### src/rtl/lif_neuron_ctrl.sv
// Leaky integrate-and-fire neuron controller driving an external unclocked magnitude comparator.
// Optional `define LIF_SPIKE_COUNT_EN adds count_clr input and saturating spike_count output.
module lif_neuron_ctrl #(
  parameter int WIDTH         = 8,
  parameter int REFRAC_CYCLES = 4,
  parameter int LEAK_SHIFT    = 3
) (
  input  logic             clk,
  input  logic             rst_n,
  input  logic             in_valid,
  output logic             in_ready,
  input  logic [WIDTH-1:0] in_weight,
  input  logic             in_inhib,
  input  logic             leak_tick,
  input  logic [WIDTH-1:0] thresh_cfg,
  output logic [WIDTH-1:0] cmp_a,
  output logic [WIDTH-1:0] cmp_b,
  input  logic             cmp_lt,
  input  logic             cmp_eq,
  input  logic             cmp_gt,
  output logic             spike,
  output logic             refractory,
  output logic             cmp_err
`ifdef LIF_SPIKE_COUNT_EN
  ,
  input  logic             count_clr,
  output logic [15:0]      spike_count
`endif
);

  typedef enum logic [2:0] {ACCUM, SETTLE, DECIDE, FIRE, REFRAC} state_t;

  localparam int CW = (REFRAC_CYCLES < 2) ? 1 : $clog2(REFRAC_CYCLES + 1);
  localparam logic [CW-1:0] REFRAC_LOAD = CW'(REFRAC_CYCLES);

  state_t           state, state_nxt;
  logic [WIDTH-1:0] pot, pot_nxt;
  logic [WIDTH-1:0] thr_q, thr_nxt;
  logic [CW-1:0]    cnt, cnt_nxt;
  logic             err_q, err_nxt;
  logic [WIDTH:0]   sum;
  logic [WIDTH-1:0] diff;
  logic [WIDTH-1:0] leaked;
  logic             one_hot;

  assign sum     = {1'b0, pot} + {1'b0, in_weight};
  assign diff    = pot - in_weight;
  assign leaked  = pot - (pot >> LEAK_SHIFT);
  // Odd parity rules out 0 and 2 bits set; the AND term rules out all three.
  assign one_hot = (cmp_lt ^ cmp_eq ^ cmp_gt) & ~(cmp_lt & cmp_eq & cmp_gt);

  assign in_ready   = (state == ACCUM);
  assign spike      = (state == FIRE);
  assign refractory = (state == REFRAC);
  assign cmp_a      = pot;
  assign cmp_b      = thr_q;
  assign cmp_err    = err_q;

  always_ff @(posedge clk or negedge rst_n) begin
    if (!rst_n) begin
      state <= ACCUM;
      pot   <= '0;
      thr_q <= '1;
      cnt   <= '0;
      err_q <= 1'b0;
    end else begin
      state <= state_nxt;
      pot   <= pot_nxt;
      thr_q <= thr_nxt;
      cnt   <= cnt_nxt;
      err_q <= err_nxt;
    end
  end

  always_comb begin
    state_nxt = state;
    pot_nxt   = pot;
    thr_nxt   = thr_q;
    cnt_nxt   = cnt;
    err_nxt   = err_q;
    case (state)
      ACCUM: begin
        thr_nxt = thresh_cfg;
        if (in_valid && in_ready) begin
          if (in_inhib) pot_nxt = (in_weight > pot) ? '0 : diff;
          else          pot_nxt = sum[WIDTH] ? '1 : sum[WIDTH-1:0];
          state_nxt = SETTLE;
        end else if (leak_tick) begin
          pot_nxt = leaked;
        end
      end
      SETTLE: state_nxt = DECIDE;
      DECIDE: begin
        if (!one_hot) begin
          err_nxt   = 1'b1;
          state_nxt = ACCUM;
        end else if (cmp_lt) begin
          state_nxt = ACCUM;
        end else begin
          state_nxt = FIRE;
        end
      end
      FIRE: begin
        pot_nxt = '0;
        if (REFRAC_CYCLES == 0) begin
          state_nxt = ACCUM;
        end else begin
          cnt_nxt   = REFRAC_LOAD;
          state_nxt = REFRAC;
        end
      end
      REFRAC: begin
        cnt_nxt = cnt - CW'(1);
        if (cnt_nxt == '0) state_nxt = ACCUM;
      end
      default: state_nxt = ACCUM;
    endcase
  end

`ifdef LIF_SPIKE_COUNT_EN
  always_ff @(posedge clk or negedge rst_n) begin
    if (!rst_n)                                      spike_count <= '0;
    else if (count_clr)                              spike_count <= '0;
    else if ((state == FIRE) && (spike_count != '1)) spike_count <= spike_count + 16'd1;
  end
`endif

endmodule

### config.mk
export PLATFORM = sky130hd
export DESIGN_NAME = lif_neuron_ctrl
export DESIGN_NICKNAME = d
export VERILOG_FILES = /design/src/rtl/lif_neuron_ctrl.sv
export SDC_FILE = /design/constraint.sdc
export NUM_CORES = 1
export LEC_CHECK = 0
export CORE_MARGIN = 2
export CORE_UTILIZATION = 55
export CTS_CLUSTER_DIAMETER = 30
export CTS_CLUSTER_SIZE = 24
export DETAILED_ROUTE_END_ITERATION = 8
export GPL_TIMING_DRIVEN = 0
export PLACE_DENSITY = 0.85
export RECOVER_POWER = 100
export SKIP_CTS_REPAIR_TIMING = 1
export SLEW_MARGIN = 20
export SYNTH_ARGS = -nofsm -noshare
export SYNTH_HDL_FRONTEND = slang
export SYNTH_SLANG_ARGS = --single-unit
### constraint.sdc
create_clock -name clk -period 4.7 [get_ports clk]
set_input_delay 1.41 -clock clk [delete_from_list [all_inputs] [get_ports clk]]
set_output_delay 1.41 -clock clk [all_outputs]
set_load 0.03 [all_outputs]
Word-level counts from Yosys, hierarchy flattened

Index checks and enable logic that the tools add are counted.

Bitwise logic cells: 7
$add $sub $neg: 4
Magnitude comparators: 1
Multiplexer cells: 12
Equal/unequal tests: 7
Reduce and logical (&&, ||, !) cells: 8

Operators by type and width:

| kind                  | count |
|---|---|
| $mux W8               | 5 |
| $pmux W8 S2           | 1 |
| $pmux W3 S5           | 1 |
| $add A8 B8 Y9         | 1 |
| $gt A8 B8 Y1          | 1 |
| $sub A8 B5 Y8         | 1 |
| $sub A8 B8 Y8         | 1 |
| $eq A3 B2 Y1 const B  | 2 |
| $logic_not A3 Y1      | 2 |
| $mux W3               | 2 |
| $pmux W3 S2           | 1 |
| $reduce_and A2 Y1     | 3 |
| $mux W2               | 2 |
| $ne A2 B1 Y1 const B  | 2 |
| $reduce_bool A2 Y1    | 2 |
| $and A1 B1 Y1         | 3 |
| $eq A3 B1 Y1 const B  | 1 |
| $eq A3 B3 Y1 const B  | 1 |
| $ne A3 B1 Y1 const B  | 1 |
| $sub A3 B1 Y3 const B | 1 |
| $not A1 Y1            | 2 |
| $xor A1 B1 Y1         | 2 |
| $logic_and A1 B1 Y1   | 1 |

Flip-flop bits (word level): 23
Input port bits: 24

Logic depth before layout (Yosys ltp)

Gate-level depths: netlist (run 1).

Depth after elaboration: 6
Gate-level depth with buffers: 10
Gate-level depth less buffers: 10

Worst setup path after synthesis (run 1)

Ideal clock, no wire load.

Kind: input to register
Start: input in_weight[0]
End: register pot[1] (netlist: cmp_a[1])
Buffers on the path: 0
Slack: 1.297 ns
Cell stages on the path: 8
Data arrival time: 3.277 ns
Path through: ha_1 -> fa_1 -> nor2b_2 -> o311ai_4 -> a31oi_2 -> a2111oi_2 -> a211oi_1 -> a221o_1

Cells in the longest elaborated chain, start to end: 5

Ends and longest elaborated chain:

| item                                        | line   | source |
|---|---|---|
| start, declared                             | 12     | `input logic [WIDTH-1:0] in_weight,` |
| $add A8 B8 Y9, or another cell as far along | 46     | `assign sum = {1'b0, pot} + {1'b0, in_weight};` |
| $mux W8 (on tied branches)                  | 86, 85 |  |
| $mux W8 (*)                                 | 85     | `if (in_inhib) pot_nxt = (in_weight > pot) ? '0 : diff;` |
| $mux W8 (*)                                 | 84     | `if (in_valid && in_ready) begin` |
| $pmux W8 S2 (*)                             | 81     | `case (state)` |
| end signal, assigned                        | 68     | `pot <= pot_nxt;` |
| end, declared                               | 37     | `logic [WIDTH-1:0] pot, pot_nxt;` |

Every way passes the cells marked *; elsewhere a longest branch is shown, timed or not.
A chain may end at the register's enable or synchronous reset.

Worst setup path after layout (run 1)

Same ends and word-level chain as after synthesis.

==> results.md, run 1 <==
- Status: completed
- Post-Synth Simple-Gate Area: 15.2%
- Utilization after layout: 71.7%
- Synthesis-to-finish area growth: 22.5%
- Synth async-reset ratio: 100%
- Drt first pass iters: 4
- P_leak: 1.21 nW
- CP Depth: 9
- Synth Net Count: 295
- Vias/cell: 5.81
- Skew-Pair Late Insertion Delay: 0.27 ns
- Gp weighted congestion: 0.904
- Cell count after synthesis: 244
- Antenna fix cells: 0
- H-tree levels: 1
- Synth Area in Compound Gates: 26.1%
- Min setup slack post-route: 0.796 ns
- Syn Area/Cell: 8.98 um^2
- Via count: 1,963
- Global Route Usage Sum: 22.7%
- Max stage delay on crit path: 0.50 ns
- RSZ-0062 raised after global routing: no
- RR Startpoint: cmp_a[0]
- Final ANT Viol Nets: 0
- Iter 0 DRT Violations: 90
- Synth warnings: 0
- Cells along the critical path: clkdlybuf4s50_1 -> ha_1 -> fa_1 -> nor2b_2 -> o311ai_4 -> a31oi_1 -> a2111oi_0 -> a211oi_1 -> a221o_1
- Slowest stage cell, crit path: a2111oi_0
- DRT Wirelength: 4870 um
- Largest net degree at the start of global routing: 24
- Max Cap Viol: 0
- Largest family of logic cells by synthesized area: compound AO/OA/AOI/OAI gates
- Adder-cell area share of the yosys netlist: 16.4%
- Max-slew headroom: 17.6%
- CP Capture Type: flip-flop
- R2r setup slk: 1.98 ns
- Final #Nets: 342
- GRT overflow: 0
- Synth cell types: 57
- Delay-heaviest family, CP: compound AO/OA/AOI/OAI gates
- Row count: 22
- Clock Path Buffers: 2
- Hold Fails Final Rpt: 0
- CTS tree: yes
- Clk root buf: clkbuf_8
- Pwr/cell area: 720 nW/um^2
- Die Ht: 67.1 um
- DR WL/cell: 14.4 um
- WP buf/inv: 1
- Seq cells post-synth: 23
- Die W: 67.1 um
- Final Cycle Share: 83.1%
- CP max FO: 3
- Hpwl dp: 3890 um
- Critical path arrival: 4.06 ns
- Placed insts: 334
- Worst-margin pin slew: 1.24 ns
- FMAX: 0.256 GHz
- Post-synth EDFFs: 0
- Num CTS Buffers: 3
- Hold crit path type: flip-flop to flip-flop
- Post-Synth XOR/XNOR Area: 4.00%
- Startpoint types: input port
- Critical Path RT: 4.85 ns
- First-pass GRT wire length: 7870 um
- Peak supply drop: 0.510 mV
- DRC: 0
- Critical path class: input port to flip-flop
- Top FF cell, synth: dfrtp_1
- Finished Layout Cells: 338
- Place WS: 0.638 ns
- R2R depth: 8
- Fin Clk Skew: 0.00232 ns
- Final Setup Violations: 0
- Worst Setup EP: cmp_a[1]
- Worst-path clk slew: 0.08 ns
- Core area: 3740 um^2
- Synth Cell Area: 2190 um^2
- Via count of the first global-routing pass: 1,743
- Mux cell area share after synthesis: 4.57%
- Die area: 4500 um^2
- Final critical-path required period: 3.90 ns
- Clock Sinks: 23
- Initial Util: 58.5%
- Final setup TNS: 0 ns
- Port-buffer cells: 42
- Seq/Total Area, Yosys: 26.7%
- Io pins: 44
- CP startpoint: in_weight[0]
- Initial antenna violation count: 0
- Layout cells sized above 1: 11.7%
- RR Endpoint: cmp_a[1]
- Max Transition Viols Final: 0
cells in the final DEF (no fill, tap or decap), types with 9 or more instances in the layout:
cell type / synthesis / layout
clkdlybuf4s50_1: 0 / 12
o21ai_0: 9 / 10
nor3_1: 8 / 9
a21oi_1: 16 / 16
ha_1: 24 / 24
nand2_1: 14 / 14
dlygate4sd3_1: 0 / 29
nor2_1: 15 / 15
dfrtp_1: 15 / 15
inv_1: 29 / 29
how the worst min path moves through the flow:
stage / startpoint / to / slack [ns] / depth (start not counted)
finish: cmp_err / cmp_err / 0.47 / 2
global route: cmp_err / cmp_err / 0.52 / 2
CTS: cmp_err / cmp_err / 0.48 / 2
detailed placement: cmp_err / cmp_err / 0.45 / 2
global placement: cmp_err / cmp_err / 0.45 / 2
floorplan: cnt[1] / cnt[1] / 0.47 / 2
flip-flops by register name, indices dropped and copies added, names as in the netlist:
signal	count
cnt	3
cmp_b	8
cmp_a	8
cmp_err	1
state	3
cell families after synthesis:
| logic type | count (synthesis) |
|---|---|
| AO/OA/AOI/OAI | 75 |
| XOR/XNOR | 10 |
| adder cells (fa/ha/maj) | 27 |
| buffers and inverters | 37 |
| flip-flops | 23 |
| multiplexers | 9 |
| AND/OR/NAND/NOR | 63 |
per-stage QoR:
stage	hold slack, ns	area (um^2)	power (mW)
after floorplan	0.469	2190	1.47
after global placement	0.451	2670	1.82
after detailed placement	0.447	2670	1.86
after CTS	0.475	2720	1.99
after global routing	0.524	2680	2.09
final	0.466	2680	1.93
synth_stat cells (3+ instances only):
library cell  number  area share [%]
nor3_1             8             1.8
nor2b_1            5             1.4
dfstp_2            8             9.6
o211ai_1           5             1.7
xnor2_1            8             3.2
a21oi_1           16             3.7
a211oi_1           3             1.0
nor2_1            15             2.6
buf_2              5             1.1
a31oi_1            3            0.86
dfrtp_1           15              17
nand2_1           14             2.4
o21ai_0            9             2.1
a2111oi_2          3             2.1
fa_1               3             2.7
and2_1             3            0.86
a221o_1            3             1.4
o31ai_1            3             1.0
ha_1              24              14
o21a_1             8             2.7
mux2_2             8             4.1
inv_1             29             5.0
o221ai_1           3             1.2
nand3_1            4            0.91
layer usage:
| metal | global-route usage, % | vias to the layer above | wire [um] |
|---|---|---|---|
| met4 | 3.06 | 0 | 35 |
| li1 | - | 968 | - |
| met3 | 4.73 | 7 | 402 |
| met5 | 0 | - | 0 |
| met1 | 31.6 | 901 | 2230 |
| met2 | 37.4 | 87 | 2200 |
worst reg2reg max path, delay by kind of cell, from the launching register on:
family / cells / cell delay, ns
fa+ha+maj: 2 / 0.64
compound gates: 5 / 1.36
flops: 1 / 0.41
simple gates: 1 / 0.20
power breakdown:
group          leakage [nW]  internal, mW  switching (mW)
clock network        0.0255        0.0593          0.0631
registers             0.266         0.316           0.105
logic                 0.914         0.598           0.789
total                  1.21         0.973           0.958
area by class of cell:
class | instances | area [um^2]
multi-input cells | 184 | 1430
fillers | 328 | 1060
flip-flops and latches | 23 | 586
repair buffers | 42 | 414
inverters | 29 | 109
well taps | 48 | 60.1
plain buffers | 8 | 43.8
clock buffers | 3 | 41.3
clock inverters | 1 | 5.00
(Power assumes the default switching activity.)
==> inputs of run 2 (changes only) <==
CORE_UTILIZATION = 47   (was 55)
PLACE_DENSITY = 0.77   (was 0.85)
clock period = 3.45 ns   (was 4.7 ns; I/O delays follow)
==> run 2 against run 1 <==
Sequential share of layout area is 0.47 points lower. Global-route usage is 2.5 points lower. Non-clock buffer count is 3 higher. Count of clock-buffer cells in the layout stayed put. Routed wire length is 1.1% higher. First-iteration DRC count is 67% higher. Die area is 16% higher. Sequential power is 36% higher. Worst setup slack worse by 0.70 ns. Clock skew is 0.0051 ns higher. Largest power group unchanged. Highest routed layer is now met3.
==> results.md, run 2 (synthesis gave the netlist of run 1 again) <==
- Synthesis-to-finish area growth: 25.2%
- RSZ-0062 raised after global routing: no
- Global Route Usage Sum: 20.3% (-2.5 points)
- Hold Fails Final Rpt: 0 (unchanged)
- Worst-path clk slew: 0.08 ns (about the same)
- H-tree levels: 1 (unchanged)
- Status: completed
- CTS tree: yes
- Pwr/cell area: 977 nW/um^2 (+36%)
- Critical Path RT: 3.61 ns (-1.24 ns)
- Peak supply drop: 0.518 mV (+1.5%)
- Num CTS Buffers: 3 (unchanged)
- Final Setup Violations: 0 (unchanged)
- CP max FO: 3 (unchanged)
- Largest net degree at the start of global routing: 24 (unchanged)
- First-pass GRT wire length: 8520 um (+8.3%)
- Row count: 24 (+9.1%)
- Drt first pass iters: 4 (unchanged)
- RR Endpoint: cmp_a[7]
- Worst-margin pin slew: 1.21 ns (-0.0273 ns)
- DRT Wirelength: 4920 um (+1.1%)
- Startpoint types: input port
- Initial Util: 49.6% (-8.9 points)
- Clk root buf: clkbuf_8
- Final Cycle Share: 97.3%
- Final #Nets: 345 (+0.88%)
- Multi-input logic area: 1460 um^2 (+2.2%)
- R2R depth: 8 (unchanged)
- CP Capture Type: flip-flop
- Hold crit path type: flip-flop to flip-flop
- Max Cap Viol: 0 (unchanged)
- RR Startpoint: cmp_a[0]
- Die Ht: 72.3 um (+7.7%)
- Antenna fix cells: 0 (unchanged)
- Final critical-path required period: 3.36 ns
- Final setup TNS: 0 ns (unchanged)
- # fillers: 386 (+18%)
- Vias/cell: 5.70 (-1.8%)
- Die area: 5220 um^2 (+16%)
- Finished layout cell area: 2740 um^2 (+2.2%)
- R2r setup slk: 0.91 ns (-1.07 ns)
- Critical path arrival: 3.51 ns (-0.55 ns)
- Skew-Pair Late Insertion Delay: 0.26 ns (about the same)
- Clock Path Buffers: 2 (unchanged)
- Area after DPL: 2680 um^2 (+0.19%)
- Commonest non-fill, non-tap cells in the layout: inv_1 (29), ha_1 (23), clkdlybuf4s50_1 (21)
- P_leak: 1.22 nW (+0.95%)
- Gp weighted congestion: 0.926 (+2.5%)
- Port-buffer cells: 42 (unchanged)
- FMAX: 0.298 GHz
- DRC: 0 (unchanged)
- Worst hold endpoint: cmp_err
- Worst Hold Path Cells: 2 (unchanged)
- Most common cell after layout, fill and taps aside: inv_1
- Hpwl dp: 3930 um (+1.1%)
- Max Transition Viols Final: 0 (unchanged)
- Fin Clk Skew: 0.00743 ns (+0.00511 ns)
- Io pins: 44 (unchanged)
- Storage cell area: 586 um^2 (unchanged)
- Via count: 1,968 (+0.25%)
- Layout cells sized above 1: 14.3% (+2.6 points)
- Via count of the first global-routing pass: 1,843 (+5.7%)
- Final ANT Viol Nets: 0 (unchanged)
- Max-slew headroom: 19.4% (+1.8 points)
- Critical path class: input port to flip-flop
- Iter 0 DRT Violations: 150 (+67%)
- Hold Path Origin: cmp_err
- DR WL/cell: 14.3 um (-0.94%)
- Core area: 4410 um^2 (+18%)
- GRT overflow: 0 (unchanged)
- Clock Sinks: 23 (unchanged)
- Die W: 72.3 um (+7.7%)
- Initial antenna violation count: 0 (unchanged)
==> run 2: per-stage QoR <==
| stage | instances | utilization (%) | power [mW] | hold slack (ns) | setup WS (ns) |
|---|---|---|---|---|---|
| CTS | 342 | 61.7 | 2.71 | 0.477 | -0.00299 |
| detailed placement | 338 | 60.6 | 2.53 | 0.448 | -0.282 |
| floorplan | 244 | - | 2.00 | 0.469 | 0.422 |
| finish | 345 | 62.1 | 2.68 | 0.465 | 0.0925 |
| global route | 345 | 62.1 | 2.92 | 0.518 | 0.00495 |
| global placement | 338 | 60.6 | 2.49 | 0.453 | -0.242 |
==> run 2: final cells by class <==
type,instances,area share [%]
clock buffers,3,1.51
multi-input cells,184,53.1
inverters,29,3.97
well taps,52,2.37
plain buffers,8,1.60
repair buffers,45,15.9
flip-flops and latches,23,21.4
clock inverters,1,0.182
==> run 2: worst max path at each step <==
stage | from | to | slack [ns] | cells past startpoint
final | in_weight[0] | cmp_a[7] | 0.09 | 9
after global routing | in_weight[0] | cmp_a[7] | 0.005 | 9
after CTS | in_weight[0] | cmp_a[1] | -0.003 | 9
after detailed placement | in_weight[0] | cmp_a[1] | -0.28 | 9
after global placement | in_weight[0] | cmp_a[1] | -0.24 | 9
after floorplan | in_weight[0] | cmp_a[1] | 0.42 | 8
==> run 2: report_power, final <==
part           switching, mW  internal, mW
Clock                 0.0855        0.0806
Sequential             0.143         0.431
Combinational           1.09         0.847
==> run 2: critical path, stage by stage <==
cell and delay (ns):
clkdlybuf4s50_1 0.44, ha_2 0.21, fa_2 0.37, nor2b_2 0.19
o311ai_4 0.33, a31oi_4 0.17, a2111oi_1 0.34, nor3_1 0.10
a221o_1 0.32
==> run 2: routing by layer <==
metal / routed length, um / share of wire, % / global-route usage (%) / up-vias
li1: - / - / - / 974
met3: 341 / 6.9 / 4.17 / 0
met1: 2280 / 46 / 28.7 / 927
met5: 0 / 0 / 0 / -
met4: 0 / 0 / 2.52 / 0
met2: 2300 / 47 / 33.0 / 67
